===== src/rtl/nanorv32_tcm_share_arb_if.sv =====
// Bus bundle between the CPU code/data ports, the shared TCM and the arbiter.
// The slave modport is the arbiter's view; the master modport is the view of
// whatever sits around it (CPU ports and the TCM controller).
interface nanorv32_tcm_share_arb_if #(
  parameter int ADDR_WIDTH = 12,
  parameter int DATA_WIDTH = 32
);
  // code fetch port
  logic [31:0]           cpu_codeif_addr;
  logic                  cpu_codeif_req;
  logic [DATA_WIDTH-1:0] codeif_cpu_rdata;
  logic                  codeif_cpu_early_ready;
  logic                  codeif_cpu_ready_r;
  // data load/store port
  logic [31:0]           cpu_dataif_addr;
  logic [DATA_WIDTH-1:0] cpu_dataif_wdata;
  logic [3:0]            cpu_dataif_bytesel;
  logic                  cpu_dataif_req;
  logic [DATA_WIDTH-1:0] dataif_cpu_rdata;
  logic                  dataif_cpu_early_ready;
  logic                  dataif_cpu_ready_r;
  // shared TCM
  logic [ADDR_WIDTH-1:0] tcm_addr;
  logic [DATA_WIDTH-1:0] tcm_din;
  logic [3:0]            tcm_bytesel;
  logic                  tcm_en;
  logic [DATA_WIDTH-1:0] tcm_dout;
  logic                  tcm_ready_nxt;

  modport slave (
    input  cpu_codeif_addr, cpu_codeif_req,
    output codeif_cpu_rdata, codeif_cpu_early_ready, codeif_cpu_ready_r,
    input  cpu_dataif_addr, cpu_dataif_wdata, cpu_dataif_bytesel, cpu_dataif_req,
    output dataif_cpu_rdata, dataif_cpu_early_ready, dataif_cpu_ready_r,
    output tcm_addr, tcm_din, tcm_bytesel, tcm_en,
    input  tcm_dout, tcm_ready_nxt
  );

  modport master (
    output cpu_codeif_addr, cpu_codeif_req,
    input  codeif_cpu_rdata, codeif_cpu_early_ready, codeif_cpu_ready_r,
    output cpu_dataif_addr, cpu_dataif_wdata, cpu_dataif_bytesel, cpu_dataif_req,
    input  dataif_cpu_rdata, dataif_cpu_early_ready, dataif_cpu_ready_r,
    input  tcm_addr, tcm_din, tcm_bytesel, tcm_en,
    output tcm_dout, tcm_ready_nxt
  );
endinterface


===== src/rtl/nanorv32_tcm_share_arb.sv =====
// Arbiter sharing one single-port TCM between the CPU fetch and load/store ports.
// Data has priority; code is forced through after STARVE_MAX denied cycles.
// A wait-stated access keeps the grant locked until the TCM reports completion.
// Optional feature macro: NANORV32_TCM_ARB_STATS_EN adds a saturating
// arb_conflict_cnt output counting cycles where code waits on a data request.
module nanorv32_tcm_share_arb #(
  parameter int ADDR_WIDTH = 12,
  parameter int DATA_WIDTH = 32,
  parameter int STARVE_MAX = 3
) (
  input  logic                       clk,
  input  logic                       rst,
  nanorv32_tcm_share_arb_if.slave    bus
`ifdef NANORV32_TCM_ARB_STATS_EN
  ,
  output logic [15:0]                arb_conflict_cnt
`endif
);

  typedef enum logic [1:0] {
    OWNER_IDLE      = 2'd0,
    OWNER_BUSY_CODE = 2'd1,
    OWNER_BUSY_DATA = 2'd2
  } owner_e;

  localparam logic [3:0] STARVE_MAX_C = 4'(STARVE_MAX);

  owner_e     owner_q, owner_d;
  logic [3:0] starve_cnt_q, starve_cnt_d;
  logic       rsp_code_q, rsp_code_d;
  logic       rsp_data_q, rsp_data_d;
  logic       sel_code_s, sel_data_s;
  logic       code_early_s, data_early_s;

  // Only the low ADDR_WIDTH address bits reach the TCM; the rest are dropped.
  logic unused_addr_hi_s;
  assign unused_addr_hi_s = ^{bus.cpu_codeif_addr[31:ADDR_WIDTH],
                              bus.cpu_dataif_addr[31:ADDR_WIDTH]};

  // Arbitration: decide which requester drives the TCM this cycle.
  always_comb begin
    sel_code_s = 1'b0;
    sel_data_s = 1'b0;
    case (owner_q)
      OWNER_IDLE: begin
        if (bus.cpu_codeif_req &&
            (!bus.cpu_dataif_req || (starve_cnt_q == STARVE_MAX_C))) begin
          sel_code_s = 1'b1;
        end else if (bus.cpu_dataif_req) begin
          sel_data_s = 1'b1;
        end else begin
          sel_code_s = 1'b0;
          sel_data_s = 1'b0;
        end
      end
      OWNER_BUSY_CODE: sel_code_s = 1'b1;
      OWNER_BUSY_DATA: sel_data_s = 1'b1;
      default: begin
        sel_code_s = 1'b0;
        sel_data_s = 1'b0;
      end
    endcase
  end

  // Completion strobes: only the requester currently driving the TCM can finish.
  always_comb begin
    code_early_s = sel_code_s & bus.tcm_ready_nxt;
    data_early_s = sel_data_s & bus.tcm_ready_nxt;
  end

  // Next owner: lock onto the driving requester until its access completes.
  always_comb begin
    owner_d = OWNER_IDLE;
    if (sel_code_s && !bus.tcm_ready_nxt) begin
      owner_d = OWNER_BUSY_CODE;
    end else if (sel_data_s && !bus.tcm_ready_nxt) begin
      owner_d = OWNER_BUSY_DATA;
    end else begin
      owner_d = OWNER_IDLE;
    end
  end

  // Owner state register; reset abandons any in-flight access.
  always_ff @(posedge clk) begin
    if (rst) begin
      owner_q <= OWNER_IDLE;
    end else begin
      owner_q <= owner_d;
    end
  end

  // TCM drive and requester strobes; the code path never writes.
  always_comb begin
    bus.tcm_en                 = 1'b0;
    bus.tcm_addr               = {ADDR_WIDTH{1'b0}};
    bus.tcm_din                = {DATA_WIDTH{1'b0}};
    bus.tcm_bytesel            = 4'b0000;
    bus.codeif_cpu_early_ready = code_early_s;
    bus.dataif_cpu_early_ready = data_early_s;
    if (sel_code_s) begin
      bus.tcm_en   = 1'b1;
      bus.tcm_addr = bus.cpu_codeif_addr[ADDR_WIDTH-1:0];
    end else if (sel_data_s) begin
      bus.tcm_en      = 1'b1;
      bus.tcm_addr    = bus.cpu_dataif_addr[ADDR_WIDTH-1:0];
      bus.tcm_din     = bus.cpu_dataif_wdata;
      bus.tcm_bytesel = bus.cpu_dataif_bytesel;
    end else begin
      bus.tcm_en = 1'b0;
    end
  end

  // Starvation counter: counts denied code cycles, saturating at STARVE_MAX.
  always_comb begin
    starve_cnt_d = starve_cnt_q;
    if (!bus.cpu_codeif_req || sel_code_s) begin
      starve_cnt_d = 4'd0;
    end else if (starve_cnt_q == STARVE_MAX_C) begin
      starve_cnt_d = starve_cnt_q;
    end else begin
      starve_cnt_d = starve_cnt_q + 4'd1;
    end
  end

  // Response tracking: remember which port owns next cycle's TCM read data.
  always_comb begin
    rsp_code_d = code_early_s;
    rsp_data_d = data_early_s;
  end

  // Starvation and response registers.
  always_ff @(posedge clk) begin
    if (rst) begin
      starve_cnt_q <= 4'd0;
      rsp_code_q   <= 1'b0;
      rsp_data_q   <= 1'b0;
    end else begin
      starve_cnt_q <= starve_cnt_d;
      rsp_code_q   <= rsp_code_d;
      rsp_data_q   <= rsp_data_d;
    end
  end

  // Response routing: TCM read data goes only to the port that completed.
  always_comb begin
    bus.codeif_cpu_ready_r = rsp_code_q;
    bus.dataif_cpu_ready_r = rsp_data_q;
    if (rsp_code_q) begin
      bus.codeif_cpu_rdata = bus.tcm_dout;
    end else begin
      bus.codeif_cpu_rdata = {DATA_WIDTH{1'b0}};
    end
    if (rsp_data_q) begin
      bus.dataif_cpu_rdata = bus.tcm_dout;
    end else begin
      bus.dataif_cpu_rdata = {DATA_WIDTH{1'b0}};
    end
  end

`ifdef NANORV32_TCM_ARB_STATS_EN
  logic [15:0] conflict_cnt_q, conflict_cnt_d;
  logic        conflict_s;

  // Conflict cycle: code is asking, not finishing, and data is also asking.
  always_comb begin
    conflict_s     = bus.cpu_codeif_req & ~code_early_s & bus.cpu_dataif_req;
    conflict_cnt_d = conflict_cnt_q;
    if (conflict_s && (conflict_cnt_q != 16'hFFFF)) begin
      conflict_cnt_d = conflict_cnt_q + 16'd1;
    end else begin
      conflict_cnt_d = conflict_cnt_q;
    end
  end

  // Saturating conflict counter register.
  always_ff @(posedge clk) begin
    if (rst) begin
      conflict_cnt_q <= 16'd0;
    end else begin
      conflict_cnt_q <= conflict_cnt_d;
    end
  end

  assign arb_conflict_cnt = conflict_cnt_q;
`endif

endmodule


===== src/flat_wrapper.sv =====
// flat-port wrapper written by rule: the top's interface ports become plain ports
module nanorv32_tcm_share_arb_flat 
#(
  parameter int ADDR_WIDTH = 12,
  parameter int DATA_WIDTH = 32,
  parameter int STARVE_MAX = 3
)
  (clk, rst, bus_cpu_codeif_addr, bus_cpu_codeif_req, bus_codeif_cpu_rdata, bus_codeif_cpu_early_ready, bus_codeif_cpu_ready_r, bus_cpu_dataif_addr, bus_cpu_dataif_wdata, bus_cpu_dataif_bytesel, bus_cpu_dataif_req, bus_dataif_cpu_rdata, bus_dataif_cpu_early_ready, bus_dataif_cpu_ready_r, bus_tcm_addr, bus_tcm_din, bus_tcm_bytesel, bus_tcm_en, bus_tcm_dout, bus_tcm_ready_nxt);
  nanorv32_tcm_share_arb_if #(.ADDR_WIDTH(ADDR_WIDTH), .DATA_WIDTH(DATA_WIDTH)) bus_i ();
  input  logic clk;
  input  logic rst;
  input wire logic [$bits(bus_i.cpu_codeif_addr)-1:0] bus_cpu_codeif_addr;
  input wire logic [$bits(bus_i.cpu_codeif_req)-1:0] bus_cpu_codeif_req;
  output wire logic [$bits(bus_i.codeif_cpu_rdata)-1:0] bus_codeif_cpu_rdata;
  output wire logic [$bits(bus_i.codeif_cpu_early_ready)-1:0] bus_codeif_cpu_early_ready;
  output wire logic [$bits(bus_i.codeif_cpu_ready_r)-1:0] bus_codeif_cpu_ready_r;
  input wire logic [$bits(bus_i.cpu_dataif_addr)-1:0] bus_cpu_dataif_addr;
  input wire logic [$bits(bus_i.cpu_dataif_wdata)-1:0] bus_cpu_dataif_wdata;
  input wire logic [$bits(bus_i.cpu_dataif_bytesel)-1:0] bus_cpu_dataif_bytesel;
  input wire logic [$bits(bus_i.cpu_dataif_req)-1:0] bus_cpu_dataif_req;
  output wire logic [$bits(bus_i.dataif_cpu_rdata)-1:0] bus_dataif_cpu_rdata;
  output wire logic [$bits(bus_i.dataif_cpu_early_ready)-1:0] bus_dataif_cpu_early_ready;
  output wire logic [$bits(bus_i.dataif_cpu_ready_r)-1:0] bus_dataif_cpu_ready_r;
  output wire logic [$bits(bus_i.tcm_addr)-1:0] bus_tcm_addr;
  output wire logic [$bits(bus_i.tcm_din)-1:0] bus_tcm_din;
  output wire logic [$bits(bus_i.tcm_bytesel)-1:0] bus_tcm_bytesel;
  output wire logic [$bits(bus_i.tcm_en)-1:0] bus_tcm_en;
  input wire logic [$bits(bus_i.tcm_dout)-1:0] bus_tcm_dout;
  input wire logic [$bits(bus_i.tcm_ready_nxt)-1:0] bus_tcm_ready_nxt;
  assign bus_i.cpu_codeif_addr = bus_cpu_codeif_addr;
  assign bus_i.cpu_codeif_req = bus_cpu_codeif_req;
  assign bus_codeif_cpu_rdata = bus_i.codeif_cpu_rdata;
  assign bus_codeif_cpu_early_ready = bus_i.codeif_cpu_early_ready;
  assign bus_codeif_cpu_ready_r = bus_i.codeif_cpu_ready_r;
  assign bus_i.cpu_dataif_addr = bus_cpu_dataif_addr;
  assign bus_i.cpu_dataif_wdata = bus_cpu_dataif_wdata;
  assign bus_i.cpu_dataif_bytesel = bus_cpu_dataif_bytesel;
  assign bus_i.cpu_dataif_req = bus_cpu_dataif_req;
  assign bus_dataif_cpu_rdata = bus_i.dataif_cpu_rdata;
  assign bus_dataif_cpu_early_ready = bus_i.dataif_cpu_early_ready;
  assign bus_dataif_cpu_ready_r = bus_i.dataif_cpu_ready_r;
  assign bus_tcm_addr = bus_i.tcm_addr;
  assign bus_tcm_din = bus_i.tcm_din;
  assign bus_tcm_bytesel = bus_i.tcm_bytesel;
  assign bus_tcm_en = bus_i.tcm_en;
  assign bus_i.tcm_dout = bus_tcm_dout;
  assign bus_i.tcm_ready_nxt = bus_tcm_ready_nxt;
  nanorv32_tcm_share_arb #(.ADDR_WIDTH(ADDR_WIDTH), .DATA_WIDTH(DATA_WIDTH), .STARVE_MAX(STARVE_MAX)) u_core (.clk(clk), .rst(rst), .bus(bus_i));
endmodule

===== config.mk =====
export PLATFORM = sky130hd
export DESIGN_NAME = nanorv32_tcm_share_arb_flat
export DESIGN_NICKNAME = d
export VERILOG_FILES = /design/src/rtl/nanorv32_tcm_share_arb_if.sv /design/src/rtl/nanorv32_tcm_share_arb.sv /design/src/flat_wrapper.sv
export SDC_FILE = /design/constraint.sdc
export NUM_CORES = 1
export LEC_CHECK = 0
export BUFFER_PORTS_ARGS = -buffer_cell sky130_fd_sc_hd__buf_2
export CAP_MARGIN = 30
export CELL_PAD_IN_SITES_DETAIL_PLACEMENT = 1
export CELL_PAD_IN_SITES_GLOBAL_PLACEMENT = 1
export CORE_ASPECT_RATIO = 0.7
export CORE_MARGIN = 3
export CORE_UTILIZATION = 14
export CTS_CLUSTER_SIZE = 30
export DETAILED_ROUTE_END_ITERATION = 6
export GPL_ROUTABILITY_DRIVEN = 0
export GPL_TIMING_DRIVEN = 1
export HOLD_SLACK_MARGIN = 0.08
export PLACE_DENSITY = 0.94
export SETUP_SLACK_MARGIN = 0.3
export SLEW_MARGIN = 0
export SYNTH_ARGS = -nofsm -noshare
export SYNTH_HDL_FRONTEND = slang
export SYNTH_SLANG_ARGS = --single-unit

===== constraint.sdc =====
create_clock -name clk -period 1.9 [get_ports clk]
set_input_delay 0.19 -clock clk [delete_from_list [all_inputs] [get_ports clk]]
set_output_delay 0.19 -clock clk [all_outputs]
set_load 0.05 [all_outputs]

# == Word level (Yosys, flattened, before mapping) ==
# Index checks and enable logic that the tools add are counted.
# word_totals
output_inout_bits,117
register_bits,8
wordCells,39
input_bits,137
# classes
n_bitwise,2
n_reduce_logical,11
addsub,1
n_eq_ne,3
n_mux,17
# ops
op,count
2-to-1 mux 32 bit,4
2-to-1 mux 12 bit,2
2-to-1 mux 4 bit,2
2-to-1 mux 1 bit,6
adder 4 x 1 -> 4 bit (second input constant),1
equality test 4 x 2 -> 1 bit (second input constant),1
case mux 1 bit (2 select lines),2
OR reduction 2 bit,2
logical AND 1 bit,3
logical NOT 1 bit,3
AND 1 bit,2
equality test 2 x 1 -> 1 bit (second input constant),1
equality test 2 bit (second input constant),1
logical NOT 2 bit,1
logical OR 1 bit,2
2-to-1 mux 2 bit,1

# == Depth between registers and ports, before layout ==
# Gate-level depths: netlist of run 1.
# depth
word_depth,8
mapped_depth,6
mapped_depth_nobuf,4

# == Worst setup path after synthesis of run 1 ==
# OpenSTA, ideal clock, no wires.
# synth_path
kind,register to output
startpoint,register u_core.starve_cnt_q[0]
endpoint,output port bus_tcm_addr[10]
path_buffers,1
stages_incl_launch_ff,6
arrival_ps,2271
required_ps,1710
path_slack_ps,-561
cell_sequence,dfxtp_1 ha_1 and4bb_4 a211oi_4 buf_4 o32ai_1
# synth_via
elab_chain_cells,7
elab_cells_between_ends,9
classes_between,1 x eq/ne; 6 x mux; 2 x reduce/logical
# synth_lines
item,line_no,source
from (decl),nanorv32_tcm_share_arb.sv:29,"logic [3:0] starve_cnt_q, starve_cnt_d;"
from (signal assigned),nanorv32_tcm_share_arb.sv:138,starve_cnt_q <= starve_cnt_d;
equality test 4 x 2 -> 1 bit (*),nanorv32_tcm_share_arb.sv:47,(!bus.cpu_dataif_req || (starve_cnt_q == STARVE_MAX_C))) begin
logical OR 1 bit (*),nanorv32_tcm_share_arb.sv:47,
logical AND 1 bit (*),nanorv32_tcm_share_arb.sv:46,if (bus.cpu_codeif_req &&
2-to-1 mux 1 bit,nanorv32_tcm_share_arb.sv:46,
case mux 1 bit (2 select lines),nanorv32_tcm_share_arb.sv:44,case (owner_q)
2-to-1 mux 12 bit,nanorv32_tcm_share_arb.sv:103,end else if (sel_data_s) begin
2-to-1 mux 12 bit (*),nanorv32_tcm_share_arb.sv:100,if (sel_code_s) begin
to (decl),flat_wrapper.sv:24,output wire logic [$bits(bus_i.tcm_addr)-1:0] bus_tcm_addr;
# Mark *: on every way between the ends. The rest lies on a longest branch, timed or not.

# == Worst setup path after layout of run 1 ==
# layout_path
startpoint,register u_core.starve_cnt_q[0]
endpoint,output port bus_tcm_din[1]
# layout_via
elab_chain_cells,7
elab_cells_between_ends,9
classes_between,1 x eq/ne; 6 x mux; 2 x reduce/logical
# layout_lines
item,line_no,source
equality test 4 x 2 -> 1 bit (*),nanorv32_tcm_share_arb.sv:47,
logical OR 1 bit (*),nanorv32_tcm_share_arb.sv:47,
logical AND 1 bit (*),nanorv32_tcm_share_arb.sv:46,
2-to-1 mux 1 bit,nanorv32_tcm_share_arb.sv:46,
case mux 1 bit (2 select lines),nanorv32_tcm_share_arb.sv:44,
2-to-1 mux 32 bit,nanorv32_tcm_share_arb.sv:103,
2-to-1 mux 32 bit (*),nanorv32_tcm_share_arb.sv:100,
to (decl),flat_wrapper.sv:25,output wire logic [$bits(bus_i.tcm_din)-1:0] bus_tcm_din;
# Marks and branches as above.

==> results of run 1 <==
## registers in the layout (all words and copies together), names as in the netlist
name / cells
u_core.bus.codeif_cpu_ready_r: 1
u_core.bus.dataif_cpu_ready_r: 1
u_core.owner_q: 2
u_core.starve_cnt_q: 4
## worst reg2reg max path, stage by stage, from the launching register on
cell	delay (ns)
dfxtp_4	0.34
ha_4	0.15
and4bb_4	0.22
a211oi_4	0.26
buf_6	0.24
buf_4	0.15
nor4_2	0.03
## stage by stage
stage | cell area [µm²] | setup TNS, ns | cells
final | 3400 | -0.0190 | 528
after global routing | 3400 | -2.48 | 528
after CTS | 3390 | -0.244 | 526
after detailed placement | 2830 | -0.702 | 517
after global placement | 2830 | -0.0179 | 517
after floorplan | 1640 | 0 | 190
## worst max-delay path by stage
stage | end | slack [ns] | cells past startpoint
after detailed placement | bus_tcm_addr[10] | -0.09 | 5
after global placement | bus_tcm_addr[10] | -0.02 | 5
after floorplan | bus_tcm_addr[10] | 0.11 | 5
after global routing | bus_tcm_din[1] | -0.08 | 6
after CTS | bus_tcm_addr[4] | -0.03 | 6
final | bus_tcm_din[1] | -0.008 | 6
## area by class of cell
type / count / area, µm²
Clock buffer: 3 / 75.1
Multi-Input combinational cell: 153 / 1340
Timing Repair Buffer: 228 / 1620
Tap cell: 120 / 150
Antenna cell: 2 / 5.00
Inverter: 14 / 52.6
Fill cell: 1093 / 5350
Sequential cell: 8 / 165
## power by group
part | switching, W | internal, W | leakage (nW)
Combinational | 0.000679 | 0.000424 | 1.71
Clock | 0.0000824 | 0.000271 | 0.0370
Sequential | 0.00000604 | 0.000173 | 0.0663
## synthesized netlist by cell type, drive strengths merged, types with 3 or more instances
cell type / instances / area share [%]
buf: 7 / 3.7
dfxtp: 8 / 12
clkbuf: 8 / 2.5
inv: 14 / 4.0
nand2: 12 / 3.4
o32ai: 12 / 8.0
o31ai: 3 / 2.8
nor3b: 3 / 1.7
and2: 101 / 48
## metal layers
metal | vias to the layer above | global-route usage, %
met5 | - | 0
met1 | 993 | 15.4
met4 | 0 | 3.66
li1 | 1051 | -
met2 | 99 | 28.4
met3 | 12 | 3.70
## cell families after synthesis
| kind of cell | Yosys count |
|---|---|
| buf+inv | 29 |
| xor+xnor | 1 |
| compound gates | 20 |
| simple gates | 131 |
| flops | 8 |
| fa+ha+maj | 1 |
## timing repair
action | in CTS | in global routing
setup endpoints to repair | 51 | 52
gates resized for setup | 128 | 3
pin swaps | 6 | 1
setup buffers | 6 | 0
==> summary.md, run 1 <==
| Metric | Value |
|---|---|
| Status | `finished, violations left` |
| Failing checks | `setup timing` |
| Ys async rst share | `0%` |
| Clock root cell | `clkbuf_16` |
| Area of the die | `10600 µm²` |
| DIE HEIGHT | `86.9 µm` |
| R2R depth | `6` |
| Worst min-delay path class | `in2reg` |
| Yosys cell types | `32` |
| Syn_nets | `328` |
| Post-synth EDFFs | `0` |
| Post-route DRC violation count | `0` |
| Post-Synth Adder-Cell Area | `0.955%` |
| CTS tree | `done` |
| Cell area after synthesis | `1310 µm²` |
| Reg2reg start | `u_core.starve_cnt_q[0]` |
| Synth-to-Final Area Change | `160%` |
| Die width | `122 µm` |
| Worst slew pin tran | `0.522 ns` |
| Family with the most delay on the worst path | `simple AND/OR/NAND/NOR gates` |
| Lkg Pwr | `1.81 nW` |
| # port buffers | `213` |
| Sequential element share of the synthesized area | `12.2%` |
| Mux share of post-synthesis cell area | `0%` |
| RR Endpoint | `u_core.owner_q[0]` |
| Max Clock Skew | `0.000919 ns` |
| RSZ-0062 raised after global routing | `yes` |
| Total GRT Usage | `14.5%` |
| Worst Hold Depth | `2` |
| Core Region | `8760 µm²` |
| Worst path bufs/invs | `2` |
| Synth Area in Compound Gates | `14.2%` |
| Vias in the first global route | `2301` |
| Crit Path Class | `reg2out` |
| Routed vias/inst | `4.08` |
| Hold path start | `rst` |
| CTS buffer count | `3` |
| CTS Buffer Depth | `2` |
| DR WL/cell | `16.0 µm` |
| VDD IR max | `0.000317 V` |
| Period minus WS final | `1.91 ns` |
| Overflow after GRT | `0` |
| Most frequent cells in the layout | `buf_2 (162), and2_1 (64), buf_6 (33), and2_2 (27), buf_8 (22)` |
| Num rows | `28` |
| Fin nets | `546` |
| Final period util | `100%` |
| Post-CTS Hold Fix Bufs | `0` |
| Routed Antenna Nets | `0` |
| Critical Path Source | `u_core.starve_cnt_q[0]` |
| Synth Register Bits | `8` |
| Highest clock rate | `0.524 GHz` |
| Layout cell share with drive strength beyond 1 | `71.7%` |
| Max-slew headroom | `64.8%` |
| Drt pass-1 iters | `4` |
| Xor/xnor share of the synthesized area | `0.669%` |
| Largest family of logic cells by synthesized area | `simple AND/OR/NAND/NOR gates` |
| Req. time, crit path | `1.71 ns` |
| Via count | `2155` |
| Max stage delay on crit path | `0.34 ns` |
| CP startpoint kind | `register` |
| Mapped Cells | `190` |
| Initial core utilization | `15.0%` |
| Total Wirelength | `8.43 mm` |
| Highest routed layer | `met4` |
| DP Worst Slack | `-0.0902 ns` |
| Final HPWL DP | `7.10 mm` |
| CTS clock-pin slew for the worst setup and hold paths | `0.04 ns` |
| Ys Warns | `0` |
| WL met3 | `625 µm` |
| Top_reg_cell synth | `dfxtp_1` |
| Final setup vio count | `3` |
| Met2 WL | `4.59 mm` |
| CP max-delay cell | `dfxtp_4` |
| Crit path arrival time | `1.72 ns` |
| Final setup margin | `-0.00813 ns` |
| Worst-path cell chain | `ha_4 -> and4bb_4 -> o31ai_4 -> buf_6 -> and2_2 -> buf_8` |
| Critical path peak fanout | `19` |
| CTS H-tree lvls | `1` |
| Largest net degree at the start of global routing | `34` |
| Synth Area in Simple Gates | `61.7%` |
| Final slew viol count | `0` |
| I/O pin count | `254` |
| First-pass GRT wire length | `12.2 mm` |
| Hold endpoint | `u_core.owner_q[0]` |
| Critical Path End Type | `output pin` |
| Power per Cell Area | `481 nW/µm²` |
| Initial antenna violation count | `2` |
| R2r setup slk | `0.40 ns` |
| Number of DRC markers in iteration 0 | `57` |
| Wl on met1 | `3.01 mm` |
| Hold WS | `0.202 ns` |
| Final Core Density | `38.9%` |
| Clk sinks | `8` |
| Commonest non-fill, non-tap cell in the layout | `buf_2` |
| Fin. Hold Viols | `0` |
| Post-Syn Area per Cell | `6.89 µm²` |
| Worst-skew pair later-pin latency | `0.23 ns` |
| Max_cap viols | `0` |
| Power, Total | `0.00164 W` |
Power figures use the tool's default switching activity.
==> run 2, diff against run 1 <==
--- a/config.mk
+++ b/config.mk
@@ -17,7 +17,7 @@
 export GPL_ROUTABILITY_DRIVEN = 0
 export GPL_TIMING_DRIVEN = 1
 export HOLD_SLACK_MARGIN = 0.08
-export PLACE_DENSITY = 0.94
+export PLACE_DENSITY = 0.92
 export SETUP_SLACK_MARGIN = 0.3
 export SLEW_MARGIN = 0
 export SYNTH_ARGS = -nofsm -noshare
==> run 2 against run 1 <==
The flow still finishes with violations (setup timing); non-clock buffer count is the same; register-to-register slack is essentially flat; via count shrank 0.56%; worst setup slack lost 0.053 ns; global-route usage grew 0.64 points; largest power group unchanged; highest routed layer unchanged.
==> summary.md, run 2 (synthesis gave the netlist of run 1 again) <==
| Metric | Value |
|---|---|
| Largest net degree at the start of global routing | `40` |
| Fin nets | `546` |
| VDD IR max | `0.000308 V` |
| Post-route DRC violation count | `0` |
| DP Worst Slack | `-0.0852 ns` |
| Final slew viol count | `0` |
| Overflow after GRT | `0` |
| Routed Antenna Nets | `0` |
| Vias in the first global route | `2397` |
| Total GRT Usage | `15.1%` |
| Number of DRC markers in iteration 0 | `56` |
| Highest clock rate | `0.510 GHz` |
| Family with the most delay on the worst path | `compound AO/OA/AOI/OAI gates` |
| Largest regs | `u_core.starve_cnt_q: 4 flops, u_core.owner_q: 2 flops` |
| Final HPWL DP | `6.98 mm` |
| Most frequent CP cell | `buf_6` |
| Clk sinks | `8` |
| R2r setup slk | `0.40 ns` |
| Critical path peak fanout | `6` |
| Initial core utilization | `15.0%` |
| Max_cap viols | `0` |
| Commonest non-fill, non-tap cell in the layout | `buf_2` |
| Max stage delay on crit path | `0.34 ns` |
| RSZ-0062 raised after global routing | `yes` |
| Critical Path End Type | `output pin` |
| Total Wirelength | `8.69 mm` |
| Worst path bufs/invs | `2` |
| Req. time, crit path | `1.71 ns` |
| Area taken by multi-input logic gates | `1330 µm²` |
| CP max-delay cell | `dfxtp_4` |
| Setup Total Neg Slack | `-1.27 ns` |
| Post-CTS Hold Fix Bufs | `0` |
| Fill cells | `1058` |
| I/O pin count | `254` |
| Crit path arrival time | `1.77 ns` |
| Crit Path Class | `reg2out` |
| Max Clock Skew | `0.00361 ns` |
| Status | `finished, violations left` |
| Worst slew pin tran | `0.519 ns` |
| Initial antenna violation count | `1` |
| CTS clock-pin slew for the worst setup and hold paths | `0.04 ns` |
| Most flop-heavy register | `u_core.starve_cnt_q` |
| Final setup margin | `-0.0609 ns` |
| Max-slew headroom | `65.3%` |
| Clock root cell | `clkbuf_16` |
| Failing checks | `setup timing` |
| Lkg Pwr | `1.81 nW` |
| Synth-to-Final Area Change | `159%` |
| Via count | `2143` |
| Core Region | `8760 µm²` |
| Most frequent cells in the layout | `buf_2 (163), and2_1 (64), buf_6 (33), and2_2 (27), buf_8 (20)` |
| # port buffers | `213` |
| Routed vias/inst | `4.07` |
| CTS buffer count | `3` |
| Die width | `122 µm` |
| Final period util | `103%` |
| Final setup vio count | `49` |
| Drt pass-1 iters | `4` |
| Storage cell area | `165 µm²` |
| CTS tree | `done` |
| Fin. Hold Viols | `0` |
| Worst-skew pair later-pin latency | `0.23 ns` |
| CP startpoint kind | `register` |
| Layout cell share with drive strength beyond 1 | `71.4%` |
| Power per Cell Area | `484 nW/µm²` |
| First-pass GRT wire length | `12.9 mm` |
| Area of the die | `10600 µm²` |
| Worst-path cell chain | `ha_4 -> and4bb_4 -> a211oi_4 -> buf_6 -> o32ai_4 -> buf_6` |
| Period minus WS final | `1.96 ns` |
| CTS Buffer Depth | `2` |
| Max reg flops | `4` |
| Num rows | `28` |
| DIE HEIGHT | `86.9 µm` |
| DR WL/cell | `16.5 µm` |
| CTS H-tree lvls | `1` |
| Worst min-delay path class | `in2reg` |
==> run 2: changes by cell type in the layout (fill, tap and decap cells not counted), sizes merged <==
cell / change
buf: +1
diode: -1
clkbuf: -1
==> run 2: where the power goes <==
| group | leakage, nW | switching, W | total (W) | internal, W |
|---|---|---|---|---|
| combinational | 1.71 | 0.000679 | 0.00110 | 0.000420 |
| clock | 0.0370 | 0.0000897 | 0.000362 | 0.000272 |
| sequential | 0.0663 | 0.00000605 | 0.000179 | 0.000173 |
| total | 1.81 | 0.000775 | 0.00164 | 0.000865 |
==> run 2: worst paths after layout <==
check | endpoint | cells past startpoint | start
setup / recovery | bus_tcm_addr[4] | 6 | u_core.starve_cnt_q[0]
hold / removal | u_core.owner_q[1] | 2 | bus_tcm_ready_nxt
setup reg to reg | u_core.starve_cnt_q[0] | 6 | u_core.starve_cnt_q[0]
hold reg to reg | u_core.starve_cnt_q[2] | 2 | u_core.starve_cnt_q[3]
==> run 2: metrics by stage <==
step | instance area, µm² | util, % | cells | hold WS, ns | power (W)
after floorplan | 1640 | - | 190 | 0.265 | 0.000870
after global placement | 2830 | 32.3 | 516 | 0.419 | 0.00111
after detailed placement | 2830 | 32.3 | 516 | 0.431 | 0.00113
after CTS | 3350 | 38.3 | 525 | 0.190 | 0.00164
after global routing | 3390 | 38.7 | 527 | 0.230 | 0.00171
final | 3390 | 38.7 | 527 | 0.199 | 0.00164
==> run 2: metal layers <==
| metal | up-vias | track usage [%] | wire length, µm |
|---|---|---|---|
| met5 | - | 0 | 0 |
| met4 | 0 | 2.03 | 99 |
| met3 | 6 | 3.31 | 605 |
| met2 | 95 | 30.9 | 4860 |
| met1 | 998 | 16.2 | 3130 |
| li1 | 1044 | - | - |
==> run 2: layout make-up <==
cell class / instances / share of cell area (%)
tap: 120 / 4.43
inverter: 14 / 1.55
timing repair buffer: 228 / 47.6
antenna: 1 / 0.0738
clock buffer: 3 / 2.21
multi-input combinational: 153 / 39.2
sequential: 8 / 4.87
==> run 2: timing repair <==
item / 4_1_cts / 5_1_grt
hold endpoints to repair: 0 / 0
buffers inserted: 6 / 1
resized for setup: 118 / 7
pin swaps: 11 / 2
endpoints found under the setup margin: 51 / 51
